File: config.mk
export PLATFORM = sky130hd
export DESIGN_NAME = obuf_wr_arbiter
export DESIGN_NICKNAME = d
export VERILOG_FILES = /design/src/rtl/obuf_wr_arbiter.sv
export SDC_FILE = /design/constraint.sdc
export NUM_CORES = 1
export LEC_CHECK = 0
export CORE_MARGIN = 5
export CORE_UTILIZATION = 55
export DETAILED_ROUTE_END_ITERATION = 8
export DONT_BUFFER_PORTS = 1
export PLACE_DENSITY = 0.74
export SLEW_MARGIN = 15
export SYNTH_ARGS = -nofsm -noshare
export SYNTH_HDL_FRONTEND = slang
export SYNTH_SLANG_ARGS = --single-unit
File: constraint.sdc
create_clock -name clk -period 3.6 [get_ports clk]
set_input_delay 0.54 -clock clk [delete_from_list [all_inputs] [get_ports clk]]
set_output_delay 0.54 -clock clk [all_outputs]
set_load 0.1 [all_outputs]
File: src/rtl/obuf_wr_arbiter.sv
// Round-robin write arbiter for the output-buffer FIFO: three one-entry holding
// slots, one-hot write strobe, per-channel write counter with frame_done pulse.

module obuf_wr_slot #(
  parameter int W = 16
) (
  input  logic         clk,
  input  logic         rst_n,
  input  logic         clr_i,
  input  logic         acc_i,
  input  logic         gnt_i,
  input  logic [W-1:0] data_i,
  output logic         vld_o,
  output logic [W-1:0] data_o
);
  logic         vld_q;
  logic [W-1:0] data_q;

  // A same-cycle accept wins over the drain, so the slot refills without a bubble.
  always_ff @(posedge clk or negedge rst_n) begin
    if (!rst_n) begin
      vld_q  <= 1'b0;
      data_q <= '0;
    end else if (clr_i) begin
      vld_q  <= 1'b0;
    end else if (acc_i) begin
      vld_q  <= 1'b1;
      data_q <= data_i;
    end else if (gnt_i) begin
      vld_q  <= 1'b0;
    end
  end

  assign vld_o  = vld_q;
  assign data_o = data_q;
endmodule

module obuf_wr_arbiter #(
  parameter int DATA_WIDTH = 8,
  parameter int FRAME_LEN  = 9,
  parameter int CNT_WIDTH  = 4
) (
  input  logic                                clk,
  input  logic                                rst_n,
  input  logic                                clr_i,
  input  logic [2:0]                          req_valid_i,
  input  logic [2:0][2*DATA_WIDTH-1:0]        req_data_i,
  output logic [2:0]                          req_ready_o,
  input  logic                                ob_full_i,
  output logic [2:0]                          ob_sel_o,
  output logic [2*DATA_WIDTH-1:0]             ob_data_o,
  output logic                                frame_done_o,
  output logic [CNT_WIDTH-1:0]                wr_cnt_o
);
  localparam int DW = 2*DATA_WIDTH;

  logic [2:0]          slot_vld;
  logic [2:0][DW-1:0]  slot_data;
  logic [2:0]          gnt;
  logic [2:0]          acc;
  logic [1:0]          rr_ptr_q, rr_ptr_d;
  logic [CNT_WIDTH-1:0] wr_cnt_q, wr_cnt_d;
  logic                frame_done_q, frame_done_d;

  assign req_ready_o = {3{~clr_i}} & (~slot_vld | gnt);
  assign acc         = req_valid_i & req_ready_o;

  for (genvar i = 0; i < 3; i++) begin : g_slot
    obuf_wr_slot #(.W(DW)) u_slot (
      .clk    (clk),
      .rst_n  (rst_n),
      .clr_i  (clr_i),
      .acc_i  (acc[i]),
      .gnt_i  (gnt[i]),
      .data_i (req_data_i[i]),
      .vld_o  (slot_vld[i]),
      .data_o (slot_data[i])
    );
  end

  // Search order starts at rr_ptr; gnt[i] refers to requester i.
  always_comb begin
    gnt = 3'b000;
    if (!clr_i && !ob_full_i) begin
      case (rr_ptr_q)
        2'd0:    if (slot_vld[0]) gnt = 3'b001; else if (slot_vld[1]) gnt = 3'b010;
                 else if (slot_vld[2]) gnt = 3'b100;
        2'd1:    if (slot_vld[1]) gnt = 3'b010; else if (slot_vld[2]) gnt = 3'b100;
                 else if (slot_vld[0]) gnt = 3'b001;
        default: if (slot_vld[2]) gnt = 3'b100; else if (slot_vld[0]) gnt = 3'b001;
                 else if (slot_vld[1]) gnt = 3'b010;
      endcase
    end
  end

  always_comb begin
    rr_ptr_d     = rr_ptr_q;
    wr_cnt_d     = wr_cnt_q;
    frame_done_d = 1'b0;
    if (clr_i) begin
      rr_ptr_d = 2'd0;
      wr_cnt_d = '0;
    end else if (|gnt) begin
      if (gnt[0])      rr_ptr_d = 2'd1;
      else if (gnt[1]) rr_ptr_d = 2'd2;
      else             rr_ptr_d = 2'd0;
      if (wr_cnt_q == CNT_WIDTH'(FRAME_LEN-1)) begin
        wr_cnt_d     = '0;
        frame_done_d = 1'b1;
      end else begin
        wr_cnt_d = wr_cnt_q + 1'b1;
      end
    end
  end

  always_ff @(posedge clk or negedge rst_n) begin
    if (!rst_n) begin
      rr_ptr_q     <= 2'd0;
      wr_cnt_q     <= '0;
      frame_done_q <= 1'b0;
    end else begin
      rr_ptr_q     <= rr_ptr_d;
      wr_cnt_q     <= wr_cnt_d;
      frame_done_q <= frame_done_d;
    end
  end

  always_comb begin
    ob_data_o = '0;
    if (gnt[0])      ob_data_o = slot_data[0];
    else if (gnt[1]) ob_data_o = slot_data[1];
    else if (gnt[2]) ob_data_o = slot_data[2];
  end

  assign ob_sel_o     = {gnt[0], gnt[1], gnt[2]};
  assign frame_done_o = frame_done_q;
  assign wr_cnt_o     = wr_cnt_q;
endmodule

# After elaboration in Yosys (flattened, before gate mapping)
# Cells that the tools add are included.
[word_totals]
regBits = 58
latchBits = 0
ramBits = 0
romBits = 0
input_bits = 55
output_inout_bits = 27
wordCells = 62
memories = 0
[op_classes]
n_addsub = 1
multipliers = 0
div_mod_pow = 0
order_cmp = 0
eq_ne = 2
shifts = 0
mux = 33
bitwise = 5
n_reduce_logical = 12
[ops]
columns = ["op", "count"]
rows = [
  ["16-bit two-way mux", 3],
  ["3-bit two-way mux", 7],
  ["1-bit two-way mux", 13],
  ["2-bit two-way mux", 6],
  ["4-bit two-way mux", 3],
  ["3-bit nonzero test", 3],
  ["3-bit AND", 2],
  ["3-bit case mux with 2 select lines", 1],
  ["2-bit AND reduction", 3],
  ["4-bit by 1-bit adder with 4-bit output, second input constant", 1],
  ["4-bit equality test, second input constant", 1],
  ["3-bit NOT", 1],
  ["3-bit OR", 1],
  ["3-bit OR reduction", 1],
  ["2-bit by 1-bit equality test with 1-bit output, second input constant", 1],
  ["1-bit logical NOT", 2],
  ["2-bit logical NOT", 1],
  ["2-bit nonzero test", 1],
  ["1-bit logical AND", 1],
  ["1-bit NOT", 1],
]

# Longest topological paths before layout
# Gate-level depths: netlist of run 1.
[logic_depth]
depth_word = 10
ltp_mapped = 7
ltp_nobuf = 6

# Cells and area by module
# A second synthesis of run 1 with hierarchy kept.
[unflattened]
hier_cells = 205
hier_area_um2 = 2882.8
[modules_own_cells]
columns = ["mod", "n_inst", "cells_per_inst", "area_each_um2"]
rows = [
  ["obuf_wr_slot", 3, 39, 703.2],
  ["obuf_wr_arbiter", 1, 88, 773.2],
]

# Least setup slack after synthesis of run 1
# Ideal clock, no wire load.
[synth_timing]
path_type = "input -> output"
startpoint = "in ob_full_i"
endpoint = "out req_ready_o[0]"
arrival_time_ns = 2.691
required_ns = 3.060
slack_ns = 0.369
stages = 5
cell_sequence = "nor2_1 nand2_1 clkbuf_1 o21ai_1 nor2b_1"
[synth_via]
elab_chain_len = 5
[synth_rtl]
columns = ["element", "line_no", "source"]
rows = [
  ["start: declaration", "49", "input logic ob_full_i,"],
  ["1-bit logical NOT", "84", "if (!clr_i && !ob_full_i) begin"],
  ["1-bit logical AND", "84", ""],
  ["3-bit two-way mux", "84", ""],
  ["3-bit OR", "65", "assign req_ready_o = {3{~clr_i}} & (~slot_vld | gnt);"],
  ["3-bit AND", "65", ""],
  ["end: declaration", "48", "output logic [2:0] req_ready_o,"],
]
# Every way passes these cells.

# Worst setup path after layout of run 1
[layout_timing]
startpoint = "reg g_slot[1].u_slot.vld_q"
endpoint = "out ob_data_o[2]"
[layout_via]
elab_chain_len = 7
elab_cells_between_ends = 11
cone_classes = "mux (11)"
[layout_rtl]
columns = ["element", "line_no", "source"]
rows = [
  ["start: declaration", "16", "logic vld_q;"],
  ["start signal: assignment", "22", "vld_q <= 1'b0;"],
  ["start signal: assignment", "25", "vld_q <= 1'b0;"],
  ["start signal: assignment", "27", "vld_q <= 1'b1;"],
  ["3-bit two-way mux or 2-bit two-way mux (tied branches)", "86, 91", ""],
  ["3-bit two-way mux or 2-bit two-way mux (tied branches)", "86, 90", ""],
  ["3-bit case mux with 2 select lines (*)", "85", "case (rr_ptr_q)"],
  ["3-bit two-way mux (*)", "84", ""],
  ["16-bit two-way mux or 3-bit two-way mux (tied branches)", "132, 84", ""],
  ["16-bit two-way mux", "131", "else if (gnt[1]) ob_data_o = slot_data[1];"],
  ["16-bit two-way mux (*)", "130", "if (gnt[0]) ob_data_o = slot_data[0];"],
  ["end: declaration", "51", "output logic [2*DATA_WIDTH-1:0] ob_data_o,"],
]
# Every way passes the cells marked *; elsewhere a longest branch is shown, timed or not.

==> results.sh, run 1 <==
export IMPL_p_per_area_nw_per_um2=578
export IMPL_h_tree_depth=3
export IMPL_hold_viol=0
export IMPL_nets=287
export IMPL_drive_gt1_share_pct=38.3
export IMPL_cp_max_fo=18
export IMPL_cp_data_arrival_time_ps=2420
export IMPL_diodes=0
export IMPL_netlist_area_um2=2900
export IMPL_cp_required_ps=3060
export IMPL_setup_viol=0
export IMPL_synth_area_leaders="dfrtp_1 (50%), mux2_4 (10%), mux2_2 (7.0%)"
export IMPL_clockBufferDepth=2
export IMPL_root_buffer="clkbuf_8"
export IMPL_hold_class="input pin to async pin"
export IMPL_slew_headroom_pct=29.2
export IMPL_slew_viol_final=0
export IMPL_numCtsBuffers=9
export IMPL_routed_wl_um=6450
export IMPL_grt_first_pass_wirelength_um=10100
export IMPL_final_util_pct=63.6
export IMPL_via_per_inst=6.02
export IMPL_core_um2=5110
export IMPL_synth_edf_count=0
export IMPL_clock_sinks=58
export IMPL_grt_pass1_vias=1965
export IMPL_ys_ff_latch=58
export IMPL_ir_drop_uv=327
export IMPL_tightest_slew_ps=1060
export IMPL_area_growth_pct=12.1
export IMPL_post_dp_hpwl_um=4460
export IMPL_port_buffers=0
export IMPL_die_y_um=82.6
export IMPL_avgRoutedWirePerCell_um=21.2
export IMPL_synth_flop_cell="dfrtp_1"
export IMPL_die_area_um2=6820
export IMPL_fin_crit_sh_pct=82.2
export IMPL_tns_ps=0
export IMPL_power_leakage_nw=1.46
export IMPL_route_vias_total=1835
export IMPL_yosys_warnings=0
export IMPL_yosysUniqueCellTypes=42
export IMPL_track_usage_pct=20.5
export IMPL_clk_pin_slew_worst_paths_ps=60
export IMPL_dp_cells=288
export IMPL_critPathCaptureType="output pin"
export IMPL_tritoncts="yes"
export IMPL_cp_start_kind="flop"
export IMPL_antenna_left=0
export IMPL_stdcell_count=305
export IMPL_io_pins=82
export IMPL_yosysTopAreaCell="dfrtp_1"
export IMPL_finalCriticalPeriod_ps=2960
export IMPL_timing_fmax_mhz=338
export IMPL_synth_fp_nets=270
export IMPL_reg2reg_depth=4
export IMPL_synth_top_area_share_pct=50.1
export IMPL_grt_max_degree=59
export IMPL_syn_inst=213
export IMPL_max_cap_violations=0
export IMPL_rsz0062_at_grt="no"
export IMPL_post_cts_resized=0
export IMPL_drt_initial_drc_count=60
export IMPL_synthArstFlopShare_pct=100
export IMPL_route_detailed_drc=0
export IMPL_timing_hold_ws_ps=61.9
export IMPL_status="complete, no violations"
export IMPL_std_cell_rows=26
export IMPL_antenna_found_initial=0
export IMPL_syn_area_per_cell_um2=13.6
export IMPL_clk_latency_ps=330
export IMPL_dr_pass1_iters=4
export IMPL_initial_core_util_pct=56.7
export IMPL_setup_worst_path_class="flop to output pin"
export IMPL_place_congestion=0.786
export IMPL_worst_slack_ps=641
export IMPL_post_place_ws_ps=931
export IMPL_clock_skew_ps=5.85
export IMPL_grt_ovfl_total=0
export IMPL_fp_dieW_um=82.6
export IMPL_yosysSeqAreaShare_pct=50.1
[path summary, 6_finish.rpt]
check,startpoint,slack [ps],end
max reg2reg,g_slot[1].u_slot.vld_o,1230,g_slot[0].u_slot.data_o[3]
max,g_slot[1].u_slot.vld_o,640,ob_data_o[2]
min reg2reg,g_slot[2].u_slot.data_o[13],490,g_slot[2].u_slot.data_o[13]
min in group clk,clr_i,270,g_slot[0].u_slot.vld_o
max in group asynchronous,rst_n,3290,rr_ptr_q[1]
min,rst_n,60,g_slot[1].u_slot.data_o[1]
[flip-flops by register name (all words and copies together), names as in the netlist]
name                  cells
wr_cnt_o                  4
rr_ptr_q                  2
frame_done_o              1
g_slot.u_slot.vld_o       3
g_slot.u_slot.data_o     48
[worst max-delay path, cell delays in order (launching register included)]
cell and delay, ps:
dfrtp_1 550, nor2b_2 230, o22a_1 630, nor3b_1 130, a221o_1 300, buf_4 240
[power by group]
group | internal, mW | switching (mW) | total (mW) | leakage [nW]
logic | 0.178 | 0.239 | 0.416 | 0.658
clock network | 0.353 | 0.251 | 0.604 | 0.105
registers | 0.768 | 0.0903 | 0.858 | 0.698
[cells by family (layout without fill, tap and decap cells)]
group                    after synthesis  after routing  share of synthesized area (%)
AND/OR/NAND/NOR                       45             45                           10.1
flip-flops                            58             58                           50.1
AO/OA/AOI/OAI                         38             38                           11.8
adder cells (fa/ha/maj)                2              2                          0.863
buffers and inverters                 22             44                           5.92
multiplexers                          48             48                           21.2
[Yosys cell counts, types with 2 or more instances]
library cell	n
clkbuf_1	2
nor2b_1	2
o31ai_1	2
inv_1	4
nor3_1	2
dfrtp_1	58
a21oi_1	3
nand2b_1	2
ha_1	2
mux2_2	18
buf_2	4
mux2_1	10
buf_6	5
nor3b_1	16
buf_4	5
nand2_1	7
o22a_1	2
a221o_1	17
a21o_1	2
nor2_1	8
and4b_1	2
mux2_4	20
[per-stage QoR]
stage	total power [mW]	cell area, um^2
floorplan	1.20	2900
global placement	1.25	3020
detailed placement	1.27	3020
CTS	1.90	3250
global route	1.97	3250
finish	1.88	3250
[placed cells by master, fill, tap and decap left out, drive strengths merged, types with 3 or more instances in the layout]
master,netlist,final
clkinv,0,3
a21oi,3,3
dfrtp,58,58
inv,4,4
mux2,48,48
clkbuf,2,11
nor2b,3,3
a221o,17,17
nand2,7,7
buf,16,24
nor3b,16,16
o21ai,3,3
nor2,9,9
[cell type report]
type,count,area (um^2)
clock buffers,11,151
well taps,70,87.6
clock inverters,5,52.6
fillers,406,1860
multi-input cells,133,1290
inverters,4,15.0
repair buffers,24,200
flip-flops and latches,58,1450
[what timing repair did]
item	in CTS	in global routing
setup buffers	0	0
hold buffers	1	0
hold endpoints to repair	58	0
[per-layer routing]
| layer | wire length, um | vias up | GRT usage, % |
|---|---|---|---|
| met2 | 3300 | 67 | 33.6 |
| met5 | 0 | - | 0 |
| li1 | - | 822 | - |
| met3 | 514 | 7 | 7.70 |
| met4 | 90 | 0 | 8.50 |
| met1 | 2550 | 939 | 24.2 |
(Power assumes the default switching activity.)
==> run 2: changes to the inputs <==
==> constraint.sdc (replaced) <==
create_clock -name clk -period 3 [get_ports clk]
set_input_delay 0.45 -clock clk [delete_from_list [all_inputs] [get_ports clk]]
set_output_delay 0.45 -clock clk [all_outputs]
set_load 0.1 [all_outputs]
==> results.sh, run 2 (same netlist as run 1, synthesis figures left out) <==
export IMPL_status="complete, no violations"
export IMPL_max_cap_violations=0
export IMPL_dpl_cell_area_um2=3240
export IMPL_numCtsBuffers=9
export IMPL_dp_cells=291
export IMPL_cp_start_kind="flop"
export IMPL_route_vias_total=1867
export IMPL_setup_worst_path_class="flop to output pin"
export IMPL_io_pins=82
export IMPL_n_fill_cell=374
export IMPL_pwr_share_seq_pct=43.9
export IMPL_initial_core_util_pct=56.7
export IMPL_tightest_slew_ps=1030
export IMPL_layout_common_cells="dfrtp_1 (58), mux2_4 (20), mux2_2 (18)"
export IMPL_multiInputGateArea_um2=1290
export IMPL_power_leakage_nw=1.51
export IMPL_hold_class="input pin to flop"
export IMPL_clock_sinks=58
export IMPL_grt_busiest_layer="met2"
export IMPL_timing_hold_ws_ps=166
export IMPL_p_int_mw=1.58
export IMPL_antenna_found_initial=0
export IMPL_comb_power_share_pct=25.5
export IMPL_finalPower_mw=2.30
export IMPL_critPathCaptureType="output pin"
export IMPL_grt_first_pass_wirelength_um=10500
export IMPL_antenna_left=0
export IMPL_met3_usage_pct=11.2
export IMPL_post_cts_buffers=0
export IMPL_area_growth_pct=19.8
export IMPL_clock_skew_ps=11.2
export IMPL_nets=291
export IMPL_hold_viol=0
export IMPL_stdcell_count=308
export IMPL_p_per_area_nw_per_um2=662
export IMPL_final_util_pct=68.0
export IMPL_drive_gt1_share_pct=39.1
export IMPL_slew_headroom_pct=31.6
export IMPL_grt_pass1_vias=2050
export IMPL_std_cell_rows=26
export IMPL_post_place_ws_ps=493
export IMPL_setup_viol=0
export IMPL_clk_latency_ps=350
export IMPL_avgRoutedWirePerCell_um=22.0
export IMPL_grt_max_degree=59
export IMPL_core_um2=5110
export IMPL_place_congestion=0.813
export IMPL_switching_share_pct=31.1
export IMPL_fin_crit_sh_pct=90.5
export IMPL_h_tree_depth=3
export IMPL_r2r_slack_ps=1120
export IMPL_via_per_inst=6.06
export IMPL_layout_area_seq_um2=1450
export IMPL_finalCriticalPeriod_ps=2720
export IMPL_final_common_cell="dfrtp_1"
export IMPL_slew_viol_final=0
export IMPL_cp_required_ps=2550
export IMPL_clockBufferDepth=2
export IMPL_fp_dieW_um=82.6
export IMPL_gr_usage_met2_pct=36.3
export IMPL_post_dp_hpwl_um=4700
export IMPL_ir_drop_uv=487
export IMPL_port_buffers=0
export IMPL_p_switching_mw=0.715
export IMPL_routed_wl_um=6770
export IMPL_clk_pin_slew_worst_paths_ps=60
export IMPL_worst_slack_ps=284
export IMPL_diodes=0
export IMPL_tritoncts="yes"
export IMPL_grt_ovfl_total=0
export IMPL_die_area_um2=6820
export IMPL_cp_data_arrival_time_ps=2270
export IMPL_track_usage_pct=21.4
export IMPL_dr_pass1_iters=7
export IMPL_grt_util_met1_pct=22.5
export IMPL_timing_fmax_mhz=368
export IMPL_die_y_um=82.6
export IMPL_cp_max_fo=17
export IMPL_clkPwrFrac_pct=30.6
export IMPL_tns_ps=0
export IMPL_route_detailed_drc=0
export IMPL_drt_initial_drc_count=126
export IMPL_fin_area_um2=3470
export IMPL_rsz0062_at_grt="no"
export IMPL_largest_reg_flops=48
export IMPL_root_buffer="clkbuf_8"
run 2: worst paths after layout:
kind                       depth (start not counted)                        start                          end
min                                                1                        clr_i       g_slot[0].u_slot.vld_o
max reg2reg                                        3                  wr_cnt_o[2]                  wr_cnt_o[3]
min in group asynchronous                          2                        rst_n   g_slot[1].u_slot.data_o[1]
min reg2reg                                        1  g_slot[0].u_slot.data_o[12]  g_slot[0].u_slot.data_o[12]
max in group asynchronous                          2                        rst_n                  rr_ptr_q[0]
max                                                5       g_slot[0].u_slot.vld_o                ob_data_o[15]
run 2: critical path: stages, from the launching register on:
cell	delay [ps]
dfrtp_1	500
and2b_4	250
nor2_1	60
o211a_1	480
a221o_1	440
buf_12	180
run 2: layer usage:
layer	wire length, um	up-vias	part of all wire [%]
li1	-	835	-
met2	3480	81	51
met5	0	-	0
met4	108	0	1.6
met1	2560	939	38
met3	614	12	9.1
run 2: power by group through the flow:
| stage | Sequential (mW) | Combinational [mW] | Clock [mW] |
|---|---|---|---|
| floorplan | 1.01 | 0.437 | 0 |
| global route | 1.02 | 0.616 | 0.755 |
| detailed placement | 1.02 | 0.568 | 0 |
| global placement | 1.01 | 0.549 | 0 |
| finish | 1.01 | 0.586 | 0.704 |
| CTS | 1.01 | 0.590 | 0.717 |
run 2: repair_timing:
action | 4_1_cts | 5_1_grt
hold buffers | 2 | 0
hold endpoints to repair | 58 | 0
endpoints found under the setup margin | 0 | 5
resized for setup | 0 | 1
run 2: final cells by class:
| cell class | instances | share of cell area [%] |
|---|---|---|
| sequential | 58 | 41.8 |
| tap | 70 | 2.52 |
| multi-input combinational | 133 | 37.2 |
| clock buffer | 10 | 3.97 |
| inverter | 4 | 0.433 |
| clock inverter | 5 | 1.59 |
| timing repair buffer | 28 | 12.5 |
